### config.mk
export PLATFORM = sky130hd
export DESIGN_NAME = outputs_workload_distribute
export DESIGN_NICKNAME = d
export VERILOG_FILES = /design/src/rtl/outputs_workload_pkg.sv /design/src/rtl/outputs_workload_split.sv /design/src/rtl/outputs_workload_distribute.sv
export SDC_FILE = /design/constraint.sdc
export NUM_CORES = 1
export LEC_CHECK = 0
export CAP_MARGIN = 20
export CORE_ASPECT_RATIO = 1.1
export CORE_MARGIN = 10
export CORE_UTILIZATION = 30
export DETAILED_ROUTE_END_ITERATION = 12
export GPL_TIMING_DRIVEN = 0
export PLACE_DENSITY = 0.62
export RECOVER_POWER = 100
export SYNTH_ARGS = -nofsm -noshare
export SYNTH_HDL_FRONTEND = slang
export SYNTH_HIERARCHICAL = 1
export SYNTH_SLANG_ARGS = --single-unit
export TNS_END_PERCENT = 50
### constraint.sdc
create_clock -name clk_i -period 3 [get_ports clk_i]
set_input_delay 0.75 -clock clk_i [delete_from_list [all_inputs] [get_ports clk_i]]
set_output_delay 0.75 -clock clk_i [all_outputs]
set_load 0.01 [all_outputs]
### src/rtl/outputs_workload_pkg.sv
// Shared types and constants for the handshaked workload distributor.
//
// Contents:
//   mode_e         - per-descriptor mode (replicate or split)
//   state_e        - distributor control state (idle or busy)
//   stats_width_gp - width of the optional statistics counters
//   rot_width()    - width of the remainder rotation pointer for n outputs
package outputs_workload_pkg;

  typedef enum logic {
    e_replicate = 1'b0,
    e_split     = 1'b1
  } mode_e;

  typedef enum logic {
    e_idle = 1'b0,
    e_busy = 1'b1
  } state_e;

  localparam int unsigned stats_width_gp = 32;

  // A single output still needs a one-bit pointer so the port is never zero width.
  function automatic int unsigned rot_width(input int unsigned n);
    return (n > 1) ? int'($clog2(n)) : 1;
  endfunction

endpackage

### src/rtl/outputs_workload_split.sv
// Combinational share calculator for one workload descriptor.
//
// Ports:
//   size_i     - descriptor size (unsigned)
//   mode_i     - e_replicate: every output gets size_i; e_split: size_i is divided
//   rot_i      - current remainder start pointer
//   share_o    - per-output share
//   nonzero_o  - outputs that must be emitted (all ones for replicate)
//   rot_next_o - remainder start pointer to use for the following descriptor
//
// In split mode q = size / n and r = size % n; the r outputs starting at rot_i
// (wrapping) get q+1 and the rest get q, so the shares always sum to size_i.
module outputs_workload_split
  import outputs_workload_pkg::*;
#(
  parameter int unsigned size_width_p       = 8,
  parameter int unsigned num_out_p          = 4,
  parameter int unsigned rotate_remainder_p = 1,
  parameter int unsigned rot_width_p        = rot_width(num_out_p)
) (
  input  logic [size_width_p-1:0]                 size_i,
  input  mode_e                                   mode_i,
  input  logic [rot_width_p-1:0]                  rot_i,
  output logic [num_out_p-1:0][size_width_p-1:0]  share_o,
  output logic [num_out_p-1:0]                    nonzero_o,
  output logic [rot_width_p-1:0]                  rot_next_o
);

  // Arithmetic is done at least 32 bits wide so num_out_p never truncates.
  localparam int unsigned ext_w_lp = (size_width_p > 32) ? size_width_p : 32;

  logic [ext_w_lp-1:0] n_ext, size_ext, rot_ext;
  logic [ext_w_lp-1:0] q, r, idx, rot_sum;

  assign n_ext    = ext_w_lp'(num_out_p);
  assign size_ext = ext_w_lp'(size_i);
  assign rot_ext  = ext_w_lp'(rot_i);
  assign q        = size_ext / n_ext;
  assign r        = size_ext % n_ext;
  assign rot_sum  = rot_ext + r;

  always_comb begin
    share_o   = '0;
    nonzero_o = '0;
    idx       = '0;
    for (int unsigned i = 0; i < num_out_p; i++) begin
      // Distance of output i from the remainder start, modulo num_out_p.
      if (ext_w_lp'(i) >= rot_ext) begin
        idx = ext_w_lp'(i) - rot_ext;
      end else begin
        idx = ext_w_lp'(i) + n_ext - rot_ext;
      end
      if (mode_i == e_replicate) begin
        share_o[i]   = size_i;
        nonzero_o[i] = 1'b1;
      end else begin
        share_o[i]   = (idx < r) ? size_width_p'(q + 1'b1) : size_width_p'(q);
        nonzero_o[i] = (share_o[i] != '0);
      end
    end
  end

  always_comb begin
    rot_next_o = rot_i;
    if (mode_i == e_split) begin
      if (rotate_remainder_p == 0) begin
        rot_next_o = '0;
      end else if (rot_sum >= n_ext) begin
        rot_next_o = rot_width_p'(rot_sum - n_ext);
      end else begin
        rot_next_o = rot_width_p'(rot_sum);
      end
    end
  end

endmodule

### src/rtl/outputs_workload_distribute.sv
// Handshaked workload distributor: accepts one {id, size} descriptor and issues
// per-output {id, share} descriptors to num_out_p consumers with independent
// valid/ready. Split mode divides size with a rotating remainder start;
// replicate mode sends the full size to every output.
//
// Ports:
//   clk_i        - clock
//   reset_n_i    - synchronous active-low reset
//   v_i          - input descriptor valid
//   data_i       - {id, size}
//   mode_i       - 0: replicate, 1: split (sampled with data_i)
//   ready_and_o  - input ready; accepted when v_i & ready_and_o
//   v_o          - per-output valid
//   data_o       - per-output {id, share}, stable while the output is valid
//   ready_and_i  - per-output ready
//   busy_o       - a descriptor is in flight
//
// Optional build macro OUTPUTS_WORKLOAD_STATS_EN adds:
//   stats_o      - per-output saturating sum of shares handed off
//   desc_count_o - saturating count of accepted descriptors
module outputs_workload_distribute
  import outputs_workload_pkg::*;
#(
  parameter int unsigned id_width_p         = 8,
  parameter int unsigned size_width_p       = 8,
  parameter int unsigned num_out_p          = 4,
  parameter int unsigned rotate_remainder_p = 1,
  parameter int unsigned width_p            = id_width_p + size_width_p
) (
  input  logic                                 clk_i,
  input  logic                                 reset_n_i,
  input  logic                                 v_i,
  input  logic [width_p-1:0]                   data_i,
  input  logic                                 mode_i,
  output logic                                 ready_and_o,
  output logic [num_out_p-1:0]                 v_o,
  output logic [num_out_p-1:0][width_p-1:0]    data_o,
  input  logic [num_out_p-1:0]                 ready_and_i,
`ifdef OUTPUTS_WORKLOAD_STATS_EN
  output logic [num_out_p-1:0][stats_width_gp-1:0] stats_o,
  output logic [stats_width_gp-1:0]                desc_count_o,
`endif
  output logic                                 busy_o
);

  localparam int unsigned rot_width_lp = rot_width(num_out_p);

  state_e                                 state_q, state_d;
  logic [num_out_p-1:0]                   pend_q, pend_d;
  logic [rot_width_lp-1:0]                rot_q, rot_d;
  logic [num_out_p-1:0][width_p-1:0]      data_q, data_d;

  logic [id_width_p-1:0]                  id_in;
  logic [size_width_p-1:0]                size_in;
  logic [num_out_p-1:0][size_width_p-1:0] share;
  logic [num_out_p-1:0]                   nonzero;
  logic [rot_width_lp-1:0]                rot_next;
  logic                                   accept;
  logic [num_out_p-1:0]                   out_hs;

  assign id_in   = data_i[width_p-1 -: id_width_p];
  assign size_in = data_i[size_width_p-1:0];
  assign accept  = v_i & ready_and_o;
  assign out_hs  = v_o & ready_and_i;

  outputs_workload_split #(
    .size_width_p       (size_width_p),
    .num_out_p          (num_out_p),
    .rotate_remainder_p (rotate_remainder_p),
    .rot_width_p        (rot_width_lp)
  ) u_split (
    .size_i     (size_in),
    .mode_i     (mode_e'(mode_i)),
    .rot_i      (rot_q),
    .share_o    (share),
    .nonzero_o  (nonzero),
    .rot_next_o (rot_next)
  );

  // State register.
  always_ff @(posedge clk_i) begin
    if (!reset_n_i) begin
      state_q <= e_idle;
    end else begin
      state_q <= state_d;
    end
  end

  // Next-state logic. An all-zero mask (empty split) still spends one busy cycle.
  always_comb begin
    state_d = state_q;
    unique case (state_q)
      e_idle: if (accept) state_d = e_busy;
      e_busy: if ((pend_q & ~out_hs) == '0) state_d = e_idle;
      default: state_d = e_idle;
    endcase
  end

  // Output logic.
  always_comb begin
    ready_and_o = 1'b0;
    busy_o      = 1'b0;
    v_o         = '0;
    unique case (state_q)
      e_idle: ready_and_o = 1'b1;
      e_busy: begin
        busy_o = 1'b1;
        v_o    = pend_q;
      end
      default: ready_and_o = 1'b0;
    endcase
  end

  // Datapath: shares are captured once at accept and held until reissue.
  always_comb begin
    pend_d = pend_q & ~out_hs;
    rot_d  = rot_q;
    data_d = data_q;
    if (accept) begin
      pend_d = nonzero;
      rot_d  = rot_next;
      for (int unsigned i = 0; i < num_out_p; i++) begin
        data_d[i] = {id_in, share[i]};
      end
    end
  end

  always_ff @(posedge clk_i) begin
    if (!reset_n_i) begin
      pend_q <= '0;
      rot_q  <= '0;
      data_q <= '0;
    end else begin
      pend_q <= pend_d;
      rot_q  <= rot_d;
      data_q <= data_d;
    end
  end

  assign data_o = data_q;

`ifdef OUTPUTS_WORKLOAD_STATS_EN
  localparam int unsigned sum_w_lp =
    ((size_width_p > stats_width_gp) ? size_width_p : stats_width_gp) + 1;

  logic [num_out_p-1:0][stats_width_gp-1:0] stats_q, stats_d;
  logic [stats_width_gp-1:0]                desc_q, desc_d;
  logic [sum_w_lp-1:0]                      sum;

  always_comb begin
    stats_d = stats_q;
    desc_d  = desc_q;
    sum     = '0;
    if (accept && (desc_q != '1)) begin
      desc_d = desc_q + 1'b1;
    end
    for (int unsigned i = 0; i < num_out_p; i++) begin
      if (out_hs[i]) begin
        sum = sum_w_lp'(stats_q[i]) + sum_w_lp'(data_q[i][size_width_p-1:0]);
        if (sum > sum_w_lp'({stats_width_gp{1'b1}})) begin
          stats_d[i] = '1;
        end else begin
          stats_d[i] = stats_width_gp'(sum);
        end
      end
    end
  end

  always_ff @(posedge clk_i) begin
    if (!reset_n_i) begin
      stats_q <= '0;
      desc_q  <= '0;
    end else begin
      stats_q <= stats_d;
      desc_q  <= desc_d;
    end
  end

  assign stats_o      = stats_q;
  assign desc_count_o = desc_q;
`endif

endmodule

==> results.json, run 1 <==
{
  "finalNetCount": 547,
  "rsz0062_at_grt": "false",
  "syn_area_um2": 3230,
  "io_buffers": 89,
  "clock_latency_ns": 0.28,
  "yosysMostFrequentCell": "nand2_1",
  "stdcell_count": 656,
  "diodes": 0,
  "period_needed_ns": 2.87,
  "startpoint_type": "input pin",
  "synth_edf_count": 0,
  "fp.coreArea_um2": 10400,
  "hold_slack_ns": 0.450,
  "cts_hold_buf": 0,
  "grtUsageTotal_pct": 12.9,
  "ys_ff_latch": 47,
  "ioPinCount": 94,
  "status": "finished clean",
  "cp_cell_sequence": "clkdlybuf4s50_1 -> buf_2 -> nand3_1 -> nor3_1 -> nand3b_1 -> a211o_1 -> mux2i_1 -> nand2_1 -> o211a_1",
  "cts_root_buf": "clkbuf_16",
  "crit_slowest_cell": "nor3_1",
  "drt_first_iter_violations": 173,
  "grt_max_degree": 16,
  "grt_pass1_vias": 3157,
  "ant_nets": 0,
  "hp-class": "reg2reg",
  "start_util_pct": 31.0,
  "cp.arrival_ns": 3.04,
  "worstSetupStartpoint": "data_i[3]",
  "synth-seq-area-share_pct": 29.1,
  "gp_congestion": 0.883,
  "cts_buffer_depth": 2,
  "synth_common_cells": "nand2_1 (91), dfxtp_1 (47), a21boi_1 (40)",
  "synth-main-ff-cell": "dfxtp_1",
  "syn-num-nets": 452,
  "wl_um": 10200,
  "die_x_um": 119,
  "crit_family": "simple AND/OR/NAND/NOR gates",
  "drive_above_1_share_pct": 11.5,
  "cp_max_fo": 9,
  "hold_viol": 0,
  "period_share_pct": 95.5,
  "min_from": "data_o[21]$_SDFFE_PN0P_",
  "area_growth_pct": 38.3,
  "synthCells": 417,
  "dieHeight_um": 129,
  "fill_cells": 1115,
  "worstPathBufferInverterCount": 2,
  "max_freq_mhz": 349,
  "synth_cell_types": 49,
  "post-cts-setup-buffer-count": 0,
  "place_inst": 649,
  "timing.rr.start": "rot_q[0]$_SDFFE_PN0P_",
  "final-setup-viol-count": 0,
  "place_hpwl_um": 8060,
  "worst_ir_drop_vdd_mv": 0.354,
  "htree_levels": 2,
  "clk_pin_slew_ns": 0.07,
  "cts_made_buffers": 5,
  "min_path_cells": 2,
  "slew_headroom_pct": 58.8,
  "vias": 3091,
  "slew_violations": 0,
  "drc": 0,
  "path_depth": 9,
  "synth_top_area_share_pct": 29.1,
  "final_area_um2": 4470,
  "slowest_delay_ns": 0.53,
  "die_area_um2": 15300,
  "firstDrtPassIters": 4,
  "wire_per_inst_um": 15.5,
  "tightestPinTransition_ns": 0.618,
  "p_leak_nw": 1.88,
  "r2r_cells": 11,
  "finClkSkew_ns": 0.00775,
  "yosysTopAreaCell": "dfxtp_1",
  "max_cap_violations": 0,
  "yosysWarnings": 6,
  "via_per_inst": 4.71,
  "grt_pass1_wl_um": 16600,
  "grt_overflow": 0,
  "cts_tree": "built",
  "placementRows": 39,
  "synthArstFlopShare_pct": 0,
  "cp.required_ns": 3.18,
  "antenna_found_initial": 0,
  "syn_avg_cell_area_um2": 7.76,
  "placed_area_um2": 4300,
  "crit_path_end_kind": "flop",
  "power.density_nw_per_um2": 425,
  "synthTopCellsByArea": "dfxtp_1 (29%), nand2_1 (11%), a21boi_1 (9.3%)",
  "crit_type": "in2reg",
  "cts.sinks": 47
}
[final timing paths]
kind,endpoint,slack [ns]
worst min-delay path,data_o[21]$_SDFFE_PN0P_,0.45
worst max-delay path,pend_q[1]$_SDFF_PN0_,0.13
worst min register to register,data_o[21]$_SDFFE_PN0P_,0.45
worst max register to register,pend_q[2]$_SDFF_PN0_,0.29
[layer usage]
metal,track usage [%],part of all wire [%]
met1,16.2,44
met2,21.9,48
met3,3.67,7.5
met4,2.23,0.39
met5,0,0
[logic make-up (layout without fill, tap and decap cells)]
logic type      count (synthesis)  in the layout  synth area share [%]
buf+inv                        70            166                  13.0
mux                            16             16                  5.14
simple gates                  161            161                  23.4
xor+xnor                       13             13                  3.52
compound gates                 99             99                  21.7
fa+ha+maj                      11             11                  4.26
flops                          47             47                  29.1
[sequential cells by signal, summed over array words and instances (netlist names)]
register  count
pend_q        4
state_q       1
data_o       40
rot_q         2
[layout by cell type, fill, tap and decap left out, types with 12 or more instances in the layout]
cell type / instances
a21boi_0: 23
buf_4: 33
mux2i_1: 14
a21boi_1: 19
dfxtp_1: 46
clkdlybuf4s50_1: 20
dlygate4sd3_1: 68
nor2_1: 15
a21oi_1: 26
nor3_1: 12
nand2_1: 91
clkbuf_1: 22
[through the flow]
step | setup TNS (ns) | utilization (%) | total power [mW] | setup slack (ns)
after floorplan | 0 | - | 1.05 | 0.442
after global placement | -1.71 | 41.2 | 1.29 | -0.391
after detailed placement | -1.87 | 41.2 | 1.29 | -0.392
after CTS | 0 | 43.1 | 1.96 | 0.145
after global routing | 0 | 42.8 | 2.01 | 0.0191
final | 0 | 42.8 | 1.90 | 0.134
[power breakdown]
| part | total (mW) | internal (mW) | switching (mW) |
|---|---|---|---|
| Combinational | 0.545 | 0.257 | 0.288 |
| Sequential | 0.699 | 0.669 | 0.0297 |
| Clock | 0.659 | 0.419 | 0.239 |
[worst min-delay path, delay by kind of cell, from the launching register on]
family             cells  cell delay [ns]
and+or+nand+nor        1             0.05
AOI/OAI and AO/OA      1             0.05
DFF                    1             0.30
[layout make-up]
cell class	instances	area, um^2	share of cell area [%]
plain buffers	60	367	8.19
clock buffers	6	139	3.10
clock inverters	2	38.8	0.867
inverters	9	33.8	0.755
multi-input cells	300	1890	42.1
flip-flops and latches	47	942	21.1
well taps	143	179	4.00
repair buffers	89	890	19.9
[repair_timing]
action | CTS | global route
pin swaps | 0 | 0
resized for setup | 5 | 2
endpoints found under the setup margin | 4 | 2
No activity file was read; power rests on OpenSTA's default activity.
==> run 2, diff against run 1 <==
CAP_MARGIN = 30   (was 20)
==> results of run 2 <==
Final layout, timing and power as in run 1 (identical DEF).
